`config.mk`:
```
export PLATFORM = sky130hd
export DESIGN_NAME = glb_tile_cfg_queue_flat
export DESIGN_NICKNAME = d
export VERILOG_FILES = /design/src/rtl/glb_tile_cfg_queue_pkg.sv /design/src/rtl/glb_tile_cfg_queue_if.sv /design/src/rtl/glb_tile_cfg_queue_hdr_queue.sv /design/src/rtl/glb_tile_cfg_queue.sv /design/src/flat_wrapper.sv
export SDC_FILE = /design/constraint.sdc
export NUM_CORES = 2
export LEC_CHECK = 0
export CORE_ASPECT_RATIO = 1.5
export CORE_MARGIN = 1.5
export CORE_UTILIZATION = 30
export CTS_CLUSTER_DIAMETER = 80
export DETAILED_ROUTE_END_ITERATION = 12
export GPL_ROUTABILITY_DRIVEN = 0
export PLACE_DENSITY = 0.46
export SLEW_MARGIN = 20
export SYNTH_ARGS = -nofsm -noshare
export SYNTH_HDL_FRONTEND = slang
export SYNTH_HIERARCHICAL = 1
export SYNTH_SLANG_ARGS = --single-unit
export TNS_END_PERCENT = 100
```
`constraint.sdc`:
```
create_clock -name clk -period 7.48 [get_ports clk]
set_clock_uncertainty 0.15 [all_clocks]
set_input_delay 1.496 -clock clk [delete_from_list [all_inputs] [get_ports clk]]
set_output_delay 1.496 -clock clk [all_outputs]
set_load 0.03 [all_outputs]
```
`src/rtl/glb_tile_cfg_queue_pkg.sv`:
```
// Shared configuration for the GLB tile config queue: default sizes, bus widths,
// the header record and the register-index decode used by the top and its channels.
package glb_tile_cfg_queue_pkg;

    localparam int GLB_NUM_CH      = 2;
    localparam int GLB_QUEUE_DEPTH = 4;
    localparam int CFG_ADDR_W      = 12;
    localparam int CFG_DATA_W      = 32;
    localparam int TILE_SEL_W      = 5;
    localparam int ADDR_W          = 22;
    localparam int WORDS_W         = 21;
    localparam int CTRL_W          = 8;

    localparam int CTRL_IDX         = 0;
    localparam int STATUS_BASE      = 1;
    localparam int HDR_STRIDE       = 3;
    localparam int STATUS_WLOCK_BIT = 30;
    localparam int STATUS_UFLOW_BIT = 31;

    typedef struct packed {
        logic               valid;
        logic [ADDR_W-1:0]  start_addr;
        logic [WORDS_W-1:0] num_words;
    } hdr_t;

    typedef enum logic [1:0] {
        FIELD_VALIDATE   = 2'd0,
        FIELD_START_ADDR = 2'd1,
        FIELD_NUM_WORDS  = 2'd2
    } hdr_field_e;

    typedef enum logic [1:0] {
        REG_NONE   = 2'd0,
        REG_CTRL   = 2'd1,
        REG_STATUS = 2'd2,
        REG_HDR    = 2'd3
    } reg_kind_e;

    typedef struct packed {
        reg_kind_e  kind;
        logic [7:0] ch;
        logic [7:0] entry;
        hdr_field_e field;
    } reg_dec_t;

    function automatic int hdr_base(input int num_ch);
        return STATUS_BASE + num_ch;
    endfunction

    function automatic int num_regs(input int num_ch, input int qdepth);
        return 1 + num_ch + HDR_STRIDE * num_ch * qdepth;
    endfunction

    // Headers are laid out channel-major, entry-minor, three registers per entry.
    function automatic reg_dec_t decode_idx(input int idx, input int num_ch, input int qdepth);
        reg_dec_t d;
        int       off;
        d.kind  = REG_NONE;
        d.ch    = '0;
        d.entry = '0;
        d.field = FIELD_VALIDATE;
        off     = idx - hdr_base(num_ch);
        if (idx == CTRL_IDX) begin
            d.kind = REG_CTRL;
        end else if (idx >= STATUS_BASE && idx < hdr_base(num_ch)) begin
            d.kind = REG_STATUS;
            d.ch   = 8'(idx - STATUS_BASE);
        end else if (idx >= hdr_base(num_ch) && idx < num_regs(num_ch, qdepth)) begin
            d.kind  = REG_HDR;
            d.ch    = 8'(off / (HDR_STRIDE * qdepth));
            d.entry = 8'((off / HDR_STRIDE) % qdepth);
            d.field = hdr_field_e'(2'(off % HDR_STRIDE));
        end
        return d;
    endfunction

endpackage

```
`src/rtl/glb_tile_cfg_queue_if.sv`:
```
// Daisy-chained config bus segment between neighbouring GLB tiles.
// The master drives requests and receives read data; the slave does the reverse.
interface glb_tile_cfg_queue_if
    import glb_tile_cfg_queue_pkg::*;
#(
    parameter int AW = CFG_ADDR_W,
    parameter int DW = CFG_DATA_W
) ();

    logic          wr_en;
    logic [AW-1:0] wr_addr;
    logic [DW-1:0] wr_data;
    logic          rd_en;
    logic [AW-1:0] rd_addr;
    logic [DW-1:0] rd_data;
    logic          rd_data_valid;

    modport master (
        output wr_en, wr_addr, wr_data, rd_en, rd_addr,
        input  rd_data, rd_data_valid
    );

    modport slave (
        input  wr_en, wr_addr, wr_data, rd_en, rd_addr,
        output rd_data, rd_data_valid
    );

endinterface

```
`src/rtl/glb_tile_cfg_queue_hdr_queue.sv`:
```
// One DMA channel: a ring of header entries, the hardware head pointer,
// consume handling and the sticky write_locked / underflow status bits.
module glb_cfg_hdr_queue
    import glb_tile_cfg_queue_pkg::*;
#(
    parameter  int QUEUE_DEPTH = GLB_QUEUE_DEPTH,
    localparam int QPTR_W      = $clog2(QUEUE_DEPTH)
) (
    input  logic                  clk,
    input  logic                  reset,
    input  logic                  hdr_wr_i,
    input  logic [QPTR_W-1:0]     wr_entry_i,
    input  hdr_field_e            wr_field_i,
    input  logic                  status_wr_i,
    input  logic [CFG_DATA_W-1:0] wr_data_i,
    input  logic                  consume_i,
    input  logic [QPTR_W-1:0]     rd_entry_i,
    input  hdr_field_e            rd_field_i,
    output logic [CFG_DATA_W-1:0] hdr_rd_data_o,
    output logic [CFG_DATA_W-1:0] status_o,
    output hdr_t                  head_o
);

    hdr_t              entries_q [QUEUE_DEPTH];
    hdr_t              entries_d [QUEUE_DEPTH];
    logic [QPTR_W-1:0] head_q, head_d;
    logic              wlock_q, wlock_d;
    logic              uflow_q, uflow_d;
    logic [QPTR_W:0]   count;
    logic              unused_wr_data;

    assign unused_wr_data = ^wr_data_i;

    // Order matters: W1C first so a same-cycle set wins, then SW writes, then
    // consume last so it overrides a VALIDATE aimed at the head entry.
    always_comb begin
        entries_d = entries_q;
        head_d    = head_q;
        wlock_d   = wlock_q;
        uflow_d   = uflow_q;
        if (status_wr_i) begin
            if (wr_data_i[STATUS_WLOCK_BIT]) wlock_d = 1'b0;
            if (wr_data_i[STATUS_UFLOW_BIT]) uflow_d = 1'b0;
        end
        if (hdr_wr_i) begin
            case (wr_field_i)
                FIELD_VALIDATE: entries_d[wr_entry_i].valid = wr_data_i[0];
                FIELD_START_ADDR: begin
                    if (entries_q[wr_entry_i].valid) wlock_d = 1'b1;
                    else entries_d[wr_entry_i].start_addr = wr_data_i[ADDR_W-1:0];
                end
                FIELD_NUM_WORDS: begin
                    if (entries_q[wr_entry_i].valid) wlock_d = 1'b1;
                    else entries_d[wr_entry_i].num_words = wr_data_i[WORDS_W-1:0];
                end
                default: ;
            endcase
        end
        if (consume_i) begin
            entries_d[head_q].valid = 1'b0;
            if (entries_q[head_q].valid) head_d = head_q + QPTR_W'(1);
            else uflow_d = 1'b1;
        end
    end

    always_ff @(posedge clk or posedge reset) begin
        if (reset) begin
            for (int i = 0; i < QUEUE_DEPTH; i++) entries_q[i] <= '0;
            head_q  <= '0;
            wlock_q <= 1'b0;
            uflow_q <= 1'b0;
        end else begin
            entries_q <= entries_d;
            head_q    <= head_d;
            wlock_q   <= wlock_d;
            uflow_q   <= uflow_d;
        end
    end

    always_comb begin
        count = '0;
        for (int i = 0; i < QUEUE_DEPTH; i++) begin
            count = count + {{QPTR_W{1'b0}}, entries_q[i].valid};
        end
    end

    always_comb begin
        status_o                   = '0;
        status_o[QPTR_W-1:0]       = head_q;
        status_o[2*QPTR_W:QPTR_W]  = count;
        status_o[STATUS_WLOCK_BIT] = wlock_q;
        status_o[STATUS_UFLOW_BIT] = uflow_q;
    end

    always_comb begin
        hdr_rd_data_o = '0;
        case (rd_field_i)
            FIELD_VALIDATE:   hdr_rd_data_o = CFG_DATA_W'(entries_q[rd_entry_i].valid);
            FIELD_START_ADDR: hdr_rd_data_o = CFG_DATA_W'(entries_q[rd_entry_i].start_addr);
            FIELD_NUM_WORDS:  hdr_rd_data_o = CFG_DATA_W'(entries_q[rd_entry_i].num_words);
            default: ;
        endcase
    end

    assign head_o = entries_q[head_q];

endmodule

```
`src/rtl/glb_tile_cfg_queue.sv`:
```
// Per-tile config register bank with NUM_CH DMA header queues, sitting on the
// west-to-east config chain and forwarding every request east one cycle later.
module glb_tile_cfg_queue
    import glb_tile_cfg_queue_pkg::*;
#(
    parameter int NUM_CH      = GLB_NUM_CH,
    parameter int QUEUE_DEPTH = GLB_QUEUE_DEPTH
) (
    input  logic                      clk,
    input  logic                      reset,
    input  logic [TILE_SEL_W-1:0]     glb_tile_id,
    glb_tile_cfg_queue_if.slave       cfg_wst,
    glb_tile_cfg_queue_if.master      cfg_est,
    input  logic [NUM_CH-1:0]         dma_consume_pulse,
    output logic [CTRL_W-1:0]         cfg_ctrl,
    output logic [NUM_CH-1:0]         dma_head_valid,
    output logic [NUM_CH*ADDR_W-1:0]  dma_head_start_addr,
    output logic [NUM_CH*WORDS_W-1:0] dma_head_num_words
);

    localparam int QPTR_W    = $clog2(QUEUE_DEPTH);
    localparam int NUM_REGS  = num_regs(NUM_CH, QUEUE_DEPTH);
    localparam int REG_IDX_W = $clog2(NUM_REGS);

    if (CFG_ADDR_W < TILE_SEL_W + REG_IDX_W + 2) begin : g_addr_too_narrow
        $error("glb_tile_cfg_queue: CFG_ADDR_W too narrow for tile id and register index");
    end
    if (QUEUE_DEPTH < 2 || (QUEUE_DEPTH & (QUEUE_DEPTH - 1)) != 0) begin : g_bad_depth
        $error("glb_tile_cfg_queue: QUEUE_DEPTH must be a power of two >= 2");
    end

    logic                  wr_hit, rd_hit;
    logic [REG_IDX_W-1:0]  wr_idx, rd_idx;
    reg_dec_t              wr_dec, rd_dec;
    logic [CFG_DATA_W-1:0] status_w  [NUM_CH];
    logic [CFG_DATA_W-1:0] hdr_rd_w  [NUM_CH];
    hdr_t                  head_w    [NUM_CH];
    logic [CFG_DATA_W-1:0] local_rd_data;

    logic [CTRL_W-1:0]     ctrl_q;
    logic [CFG_DATA_W-1:0] wst_rd_data_q;
    logic                  wst_rd_valid_q;
    logic                  est_wr_en_q, est_rd_en_q;
    logic [CFG_ADDR_W-1:0] est_wr_addr_q, est_rd_addr_q;
    logic [CFG_DATA_W-1:0] est_wr_data_q;
    logic                  unused_bits;

    assign wr_hit = cfg_wst.wr_en && (cfg_wst.wr_addr[CFG_ADDR_W-1 -: TILE_SEL_W] == glb_tile_id);
    assign rd_hit = cfg_wst.rd_en && (cfg_wst.rd_addr[CFG_ADDR_W-1 -: TILE_SEL_W] == glb_tile_id);
    assign wr_idx = cfg_wst.wr_addr[REG_IDX_W+1:2];
    assign rd_idx = cfg_wst.rd_addr[REG_IDX_W+1:2];
    assign wr_dec = decode_idx(int'(wr_idx), NUM_CH, QUEUE_DEPTH);
    assign rd_dec = decode_idx(int'(rd_idx), NUM_CH, QUEUE_DEPTH);

    assign unused_bits = ^{cfg_wst.wr_addr, cfg_wst.rd_addr, wr_dec, rd_dec};

    for (genvar c = 0; c < NUM_CH; c++) begin : g_ch
        glb_cfg_hdr_queue #(
            .QUEUE_DEPTH(QUEUE_DEPTH)
        ) u_queue (
            .clk           (clk),
            .reset         (reset),
            .hdr_wr_i      (wr_hit && wr_dec.kind == REG_HDR && wr_dec.ch == 8'(c)),
            .wr_entry_i    (wr_dec.entry[QPTR_W-1:0]),
            .wr_field_i    (wr_dec.field),
            .status_wr_i   (wr_hit && wr_dec.kind == REG_STATUS && wr_dec.ch == 8'(c)),
            .wr_data_i     (cfg_wst.wr_data),
            .consume_i     (dma_consume_pulse[c]),
            .rd_entry_i    (rd_dec.entry[QPTR_W-1:0]),
            .rd_field_i    (rd_dec.field),
            .hdr_rd_data_o (hdr_rd_w[c]),
            .status_o      (status_w[c]),
            .head_o        (head_w[c])
        );

        assign dma_head_valid[c]                        = head_w[c].valid;
        assign dma_head_start_addr[c*ADDR_W +: ADDR_W]  = head_w[c].start_addr;
        assign dma_head_num_words[c*WORDS_W +: WORDS_W] = head_w[c].num_words;
    end

    // Out-of-range indices fall through to zero but still answer with valid.
    always_comb begin
        local_rd_data = '0;
        case (rd_dec.kind)
            REG_CTRL: local_rd_data = CFG_DATA_W'(ctrl_q);
            REG_STATUS: begin
                for (int c = 0; c < NUM_CH; c++) begin
                    if (rd_dec.ch == 8'(c)) local_rd_data = status_w[c];
                end
            end
            REG_HDR: begin
                for (int c = 0; c < NUM_CH; c++) begin
                    if (rd_dec.ch == 8'(c)) local_rd_data = hdr_rd_w[c];
                end
            end
            default: ;
        endcase
    end

    // A local hit owns the west return path; tile ids are unique so no east
    // response can legitimately collide with it.
    always_ff @(posedge clk or posedge reset) begin
        if (reset) begin
            ctrl_q         <= '0;
            wst_rd_data_q  <= '0;
            wst_rd_valid_q <= 1'b0;
            est_wr_en_q    <= 1'b0;
            est_wr_addr_q  <= '0;
            est_wr_data_q  <= '0;
            est_rd_en_q    <= 1'b0;
            est_rd_addr_q  <= '0;
        end else begin
            if (wr_hit && wr_dec.kind == REG_CTRL) ctrl_q <= cfg_wst.wr_data[CTRL_W-1:0];
            if (rd_hit) begin
                wst_rd_data_q  <= local_rd_data;
                wst_rd_valid_q <= 1'b1;
            end else begin
                wst_rd_data_q  <= cfg_est.rd_data;
                wst_rd_valid_q <= cfg_est.rd_data_valid;
            end
            est_wr_en_q   <= cfg_wst.wr_en;
            est_wr_addr_q <= cfg_wst.wr_addr;
            est_wr_data_q <= cfg_wst.wr_data;
            est_rd_en_q   <= cfg_wst.rd_en;
            est_rd_addr_q <= cfg_wst.rd_addr;
        end
    end

    assign cfg_ctrl              = ctrl_q;
    assign cfg_wst.rd_data       = wst_rd_data_q;
    assign cfg_wst.rd_data_valid = wst_rd_valid_q;
    assign cfg_est.wr_en         = est_wr_en_q;
    assign cfg_est.wr_addr       = est_wr_addr_q;
    assign cfg_est.wr_data       = est_wr_data_q;
    assign cfg_est.rd_en         = est_rd_en_q;
    assign cfg_est.rd_addr       = est_rd_addr_q;

endmodule

```
`src/flat_wrapper.sv`:
```
// flat-port wrapper written by rule: the top's interface ports become plain ports
module glb_tile_cfg_queue_flat import glb_tile_cfg_queue_pkg::*;
#(
    parameter int NUM_CH      = GLB_NUM_CH,
    parameter int QUEUE_DEPTH = GLB_QUEUE_DEPTH
)
  (clk, reset, glb_tile_id, dma_consume_pulse, cfg_ctrl, dma_head_valid, dma_head_start_addr, dma_head_num_words, cfg_wst_wr_en, cfg_wst_wr_addr, cfg_wst_wr_data, cfg_wst_rd_en, cfg_wst_rd_addr, cfg_wst_rd_data, cfg_wst_rd_data_valid, cfg_est_wr_en, cfg_est_wr_addr, cfg_est_wr_data, cfg_est_rd_en, cfg_est_rd_addr, cfg_est_rd_data, cfg_est_rd_data_valid);
  glb_tile_cfg_queue_if cfg_wst_i ();
  glb_tile_cfg_queue_if cfg_est_i ();
  input  logic clk;
  input  logic reset;
  input  logic [TILE_SEL_W-1:0] glb_tile_id;
  input  logic [NUM_CH-1:0] dma_consume_pulse;
  output logic [CTRL_W-1:0] cfg_ctrl;
  output logic [NUM_CH-1:0] dma_head_valid;
  output logic [NUM_CH*ADDR_W-1:0] dma_head_start_addr;
  output logic [NUM_CH*WORDS_W-1:0] dma_head_num_words;
  input wire logic [$bits(cfg_wst_i.wr_en)-1:0] cfg_wst_wr_en;
  input wire logic [$bits(cfg_wst_i.wr_addr)-1:0] cfg_wst_wr_addr;
  input wire logic [$bits(cfg_wst_i.wr_data)-1:0] cfg_wst_wr_data;
  input wire logic [$bits(cfg_wst_i.rd_en)-1:0] cfg_wst_rd_en;
  input wire logic [$bits(cfg_wst_i.rd_addr)-1:0] cfg_wst_rd_addr;
  output wire logic [$bits(cfg_wst_i.rd_data)-1:0] cfg_wst_rd_data;
  output wire logic [$bits(cfg_wst_i.rd_data_valid)-1:0] cfg_wst_rd_data_valid;
  output wire logic [$bits(cfg_est_i.wr_en)-1:0] cfg_est_wr_en;
  output wire logic [$bits(cfg_est_i.wr_addr)-1:0] cfg_est_wr_addr;
  output wire logic [$bits(cfg_est_i.wr_data)-1:0] cfg_est_wr_data;
  output wire logic [$bits(cfg_est_i.rd_en)-1:0] cfg_est_rd_en;
  output wire logic [$bits(cfg_est_i.rd_addr)-1:0] cfg_est_rd_addr;
  input wire logic [$bits(cfg_est_i.rd_data)-1:0] cfg_est_rd_data;
  input wire logic [$bits(cfg_est_i.rd_data_valid)-1:0] cfg_est_rd_data_valid;
  assign cfg_wst_i.wr_en = cfg_wst_wr_en;
  assign cfg_wst_i.wr_addr = cfg_wst_wr_addr;
  assign cfg_wst_i.wr_data = cfg_wst_wr_data;
  assign cfg_wst_i.rd_en = cfg_wst_rd_en;
  assign cfg_wst_i.rd_addr = cfg_wst_rd_addr;
  assign cfg_wst_rd_data = cfg_wst_i.rd_data;
  assign cfg_wst_rd_data_valid = cfg_wst_i.rd_data_valid;
  assign cfg_est_wr_en = cfg_est_i.wr_en;
  assign cfg_est_wr_addr = cfg_est_i.wr_addr;
  assign cfg_est_wr_data = cfg_est_i.wr_data;
  assign cfg_est_rd_en = cfg_est_i.rd_en;
  assign cfg_est_rd_addr = cfg_est_i.rd_addr;
  assign cfg_est_i.rd_data = cfg_est_rd_data;
  assign cfg_est_i.rd_data_valid = cfg_est_rd_data_valid;
  glb_tile_cfg_queue #(.NUM_CH(NUM_CH), .QUEUE_DEPTH(QUEUE_DEPTH)) u_core (.clk(clk), .reset(reset), .glb_tile_id(glb_tile_id), .cfg_wst(cfg_wst_i), .cfg_est(cfg_est_i), .dma_consume_pulse(dma_consume_pulse), .cfg_ctrl(cfg_ctrl), .dma_head_valid(dma_head_valid), .dma_head_start_addr(dma_head_start_addr), .dma_head_num_words(dma_head_num_words));
endmodule
```
==> impl_metrics.env <==
export IMPL_p_total_mw=6.98
export IMPL_synth_area_leaders="dfrtp_1 46%, mux4_2 16%, a22o_1 11%"
export IMPL_arrival_ns=7.36
export IMPL_cp_end_kind="register"
export IMPL_yosys_warnings=6
export IMPL_synth_edf_count=0
export IMPL_track_usage_pct=20.9
export IMPL_slew_headroom_pct=28.1
export IMPL_cts_made_buffers=48
export IMPL_die_area_mm2=0.0852
export IMPL_synth_seq_area_share_pct=45.9
export IMPL_yosysMostFrequentCell="dfrtp_1"
export IMPL_wirelength_um=89000
export IMPL_dp_cells=3198
export IMPL_diodes=0
export IMPL_peakVddDrop_mv=0.167
export IMPL_row_count=129
export IMPL_synth_avg_cell_area_um2=13.2
export IMPL_antenna_found_initial=1
export IMPL_yosysTopAreaCell="dfrtp_1"
export IMPL_clkLatencyLatePin_ns=0.63
export IMPL_slowest_delay_ns=0.57
export IMPL_start_kind="input pin"
export IMPL_yosys_top_cells_count="459 x dfrtp_1, 315 x a22o_1, 174 x mux4_2"
export IMPL_power_density_mw_per_mm2=229
export IMPL_die_w_um=239
export IMPL_cts_root_buf="clkbuf_16"
export IMPL_worstPathCellList="clkdlybuf4s50_1 -> buf_4 -> and3b_1 -> o221ai_1 -> o22a_2 -> ha_1 -> nand2b_1 -> a221oi_2 -> inv_2 -> a221o_1 -> and2_1 -> inv_1 -> ha_1 -> nor4b_1 -> mux2_4 -> or2_1 -> xnor2_1 -> nor2_1 -> inv_1 -> ha_1 -> or3_4 -> a21o_1 -> a32o_1"
export IMPL_ctsHtreeMaxLevel=2
export IMPL_maxCapViolCount=0
export IMPL_path_class="in2reg"
export IMPL_clk_pin_slew_ns=0.06
export IMPL_post_drt_wl_per_cell_um=27.1
export IMPL_place_ws_ns=-0.280
export IMPL_hpwl_um=60800
export IMPL_rsz0062_at_grt="false"
export IMPL_p_leak_nw=12.9
export IMPL_fin_crit_ns=7.02
export IMPL_die_h_um=357
export IMPL_finalHoldViolations=0
export IMPL_hold_class="reg2reg"
export IMPL_clock_sinks=459
export IMPL_io_pins=287
export IMPL_clock_path_buffers=3
export IMPL_grt_max_degree=169
export IMPL_first_global_vias=19142
export IMPL_synth_top_area_share_pct=45.9
export IMPL_first_pass_iters=7
export IMPL_syn_cell_area_mm2=0.0250
export IMPL_initial_utilization_pct=30.3
export IMPL_setup_tns_ns=0
export IMPL_port_buffers=286
export IMPL_syn2layout_area_growth_pct=21.6
export IMPL_slew_viol_final=0
export IMPL_fin_ws_ns=0.461
export IMPL_grt_pass1_wl_um=133000
export IMPL_drive_above_1_share_pct=20.5
export IMPL_critical_path_slowest_cell="clkdlybuf4s50_1"
export IMPL_vias=18485
export IMPL_run_status="completed"
export IMPL_cts_tree="done"
export IMPL_holdWs_ns=0.358
export IMPL_crit_fanout=17
export IMPL_postRouteAntennaNets=0
export IMPL_overflow=0
export IMPL_fmax_mhz=142
export IMPL_drtIter0Drc=1560
export IMPL_ys_dominant_reg_cell="dfrtp_1"
export IMPL_synth_cells=1893
export IMPL_post_cts_setup_buffer_count=0
export IMPL_ys_types=100
export IMPL_fin_cells=3284
export IMPL_final_nets=2273
export IMPL_worst_slew_pin_slew_ns=1.08
export IMPL_crit_required_ns=7.82
export IMPL_setup_violations=0
export IMPL_via_per_inst=5.63
export IMPL_drt_drc_violations_left=0
export IMPL_core_area_mm2=0.0826
export IMPL_period_share_pct=93.8
export IMPL_yosys_register_bits=459
export IMPL_synthArstFlopShare_pct=100
export IMPL_crit_path_frequent_cell="ha_1"
[cell usage in the layout, fill, tap and decap left out, types with 6 or more instances in the layout]
cell,netlist,layout
dfrtp_1,459,455
o21ai_0,27,27
nand3_1,22,21
buf_4,99,107
a21oi_1,24,24
clkbuf_16,0,49
clkinv_2,0,7
and3_1,7,7
o221ai_1,25,25
nor2_1,26,24
o311ai_1,8,8
buf_12,0,9
a22oi_1,8,8
mux2i_1,63,63
nand2b_1,11,11
a32o_1,74,74
clkbuf_8,0,11
mux2_2,8,8
nor2b_1,11,10
conb_1,2,70
nand2_1,86,86
a22o_1,315,315
xnor2_1,6,6
a221oi_1,19,19
clkbuf_1,38,12
o21ai_1,9,9
a31oi_1,9,8
clkdlybuf4s50_1,0,285
inv_1,33,30
mux4_2,174,174
xor2_1,10,10
ha_1,36,36
[per-layer routing]
metal / vias up / share of wire, % / GRT usage [%] / wire, um
met5: - / 0 / 0 / 0
met4: 0 / 2.1 / 5.13 / 1850
met3: 111 / 5.2 / 2.88 / 4650
met2: 661 / 52 / 36.6 / 46100
met1: 9890 / 41 / 27.2 / 36400
li1: 7823 / - / - / -
[through the flow]
step	utilization (%)	cell area, um^2
floorplan	-	25300
global placement	34.9	28800
detailed placement	34.9	28800
CTS	36.8	30400
global route	36.8	30400
finish	36.8	30400
[final timing paths]
check / startpoint / endpoint / slack (ns) / depth (start not counted)
max in group asynchronous: reset / async pin / 4.57 / 3
min reg2reg: register / register / 0.36 / 1
max: cfg_wst_wr_addr[2] / register / 0.46 / 23
min in group asynchronous: reset / async pin / 1.20 / 2
min: register / register / 0.36 / 1
max reg2reg: u_core/g_ch[1].u_queue/head_q[0] / u_core/g_ch[1].u_queue/head_q[1] / 5.04 / 4
[cells by family (layout without fill, tap and decap cells)]
group	Yosys count	in the layout	synth area share, %
buf+inv	315	525	7.46
mux	246	246	18.6
other cells	2	70	0.0300
simple gates	233	233	5.36
compound gates	584	584	20.2
fa+ha+maj	38	38	1.96
xor+xnor	16	16	0.560
flops	459	459	45.9
[layout make-up]
type                    instances  area [um^2]
fillers                      8026        52200
inverters                      37          151
clock buffers                  72         1420
repair buffers                402         3840
flip-flops and latches        459        11500
clock inverters                14          166
well taps                    1113         1390
multi-input cells            1187        12000
[worst max-delay path: cells and delay by family]
family / cells / cell delay [ns]
AND/OR/NAND/NOR: 7 / 1.78
AO/OA/AOI/OAI: 6 / 1.73
buffers and inverters: 5 / 1.16
adder cells (fa/ha/maj): 3 / 0.74
multiplexers: 1 / 0.29
XOR/XNOR: 1 / 0.13
[power by group]
part	switching [mW]	internal, mW
Sequential	0.145	2.61
Combinational	1.00	0.732
Clock	1.10	1.39
[timing repair]
item                                   CTS  global route
endpoints found under the hold margin    0             0
hold buffers                             0             0
gates resized for setup                  0             1
setup endpoints to repair                0            17
Note: power is estimated with default switching activity, not from simulation.
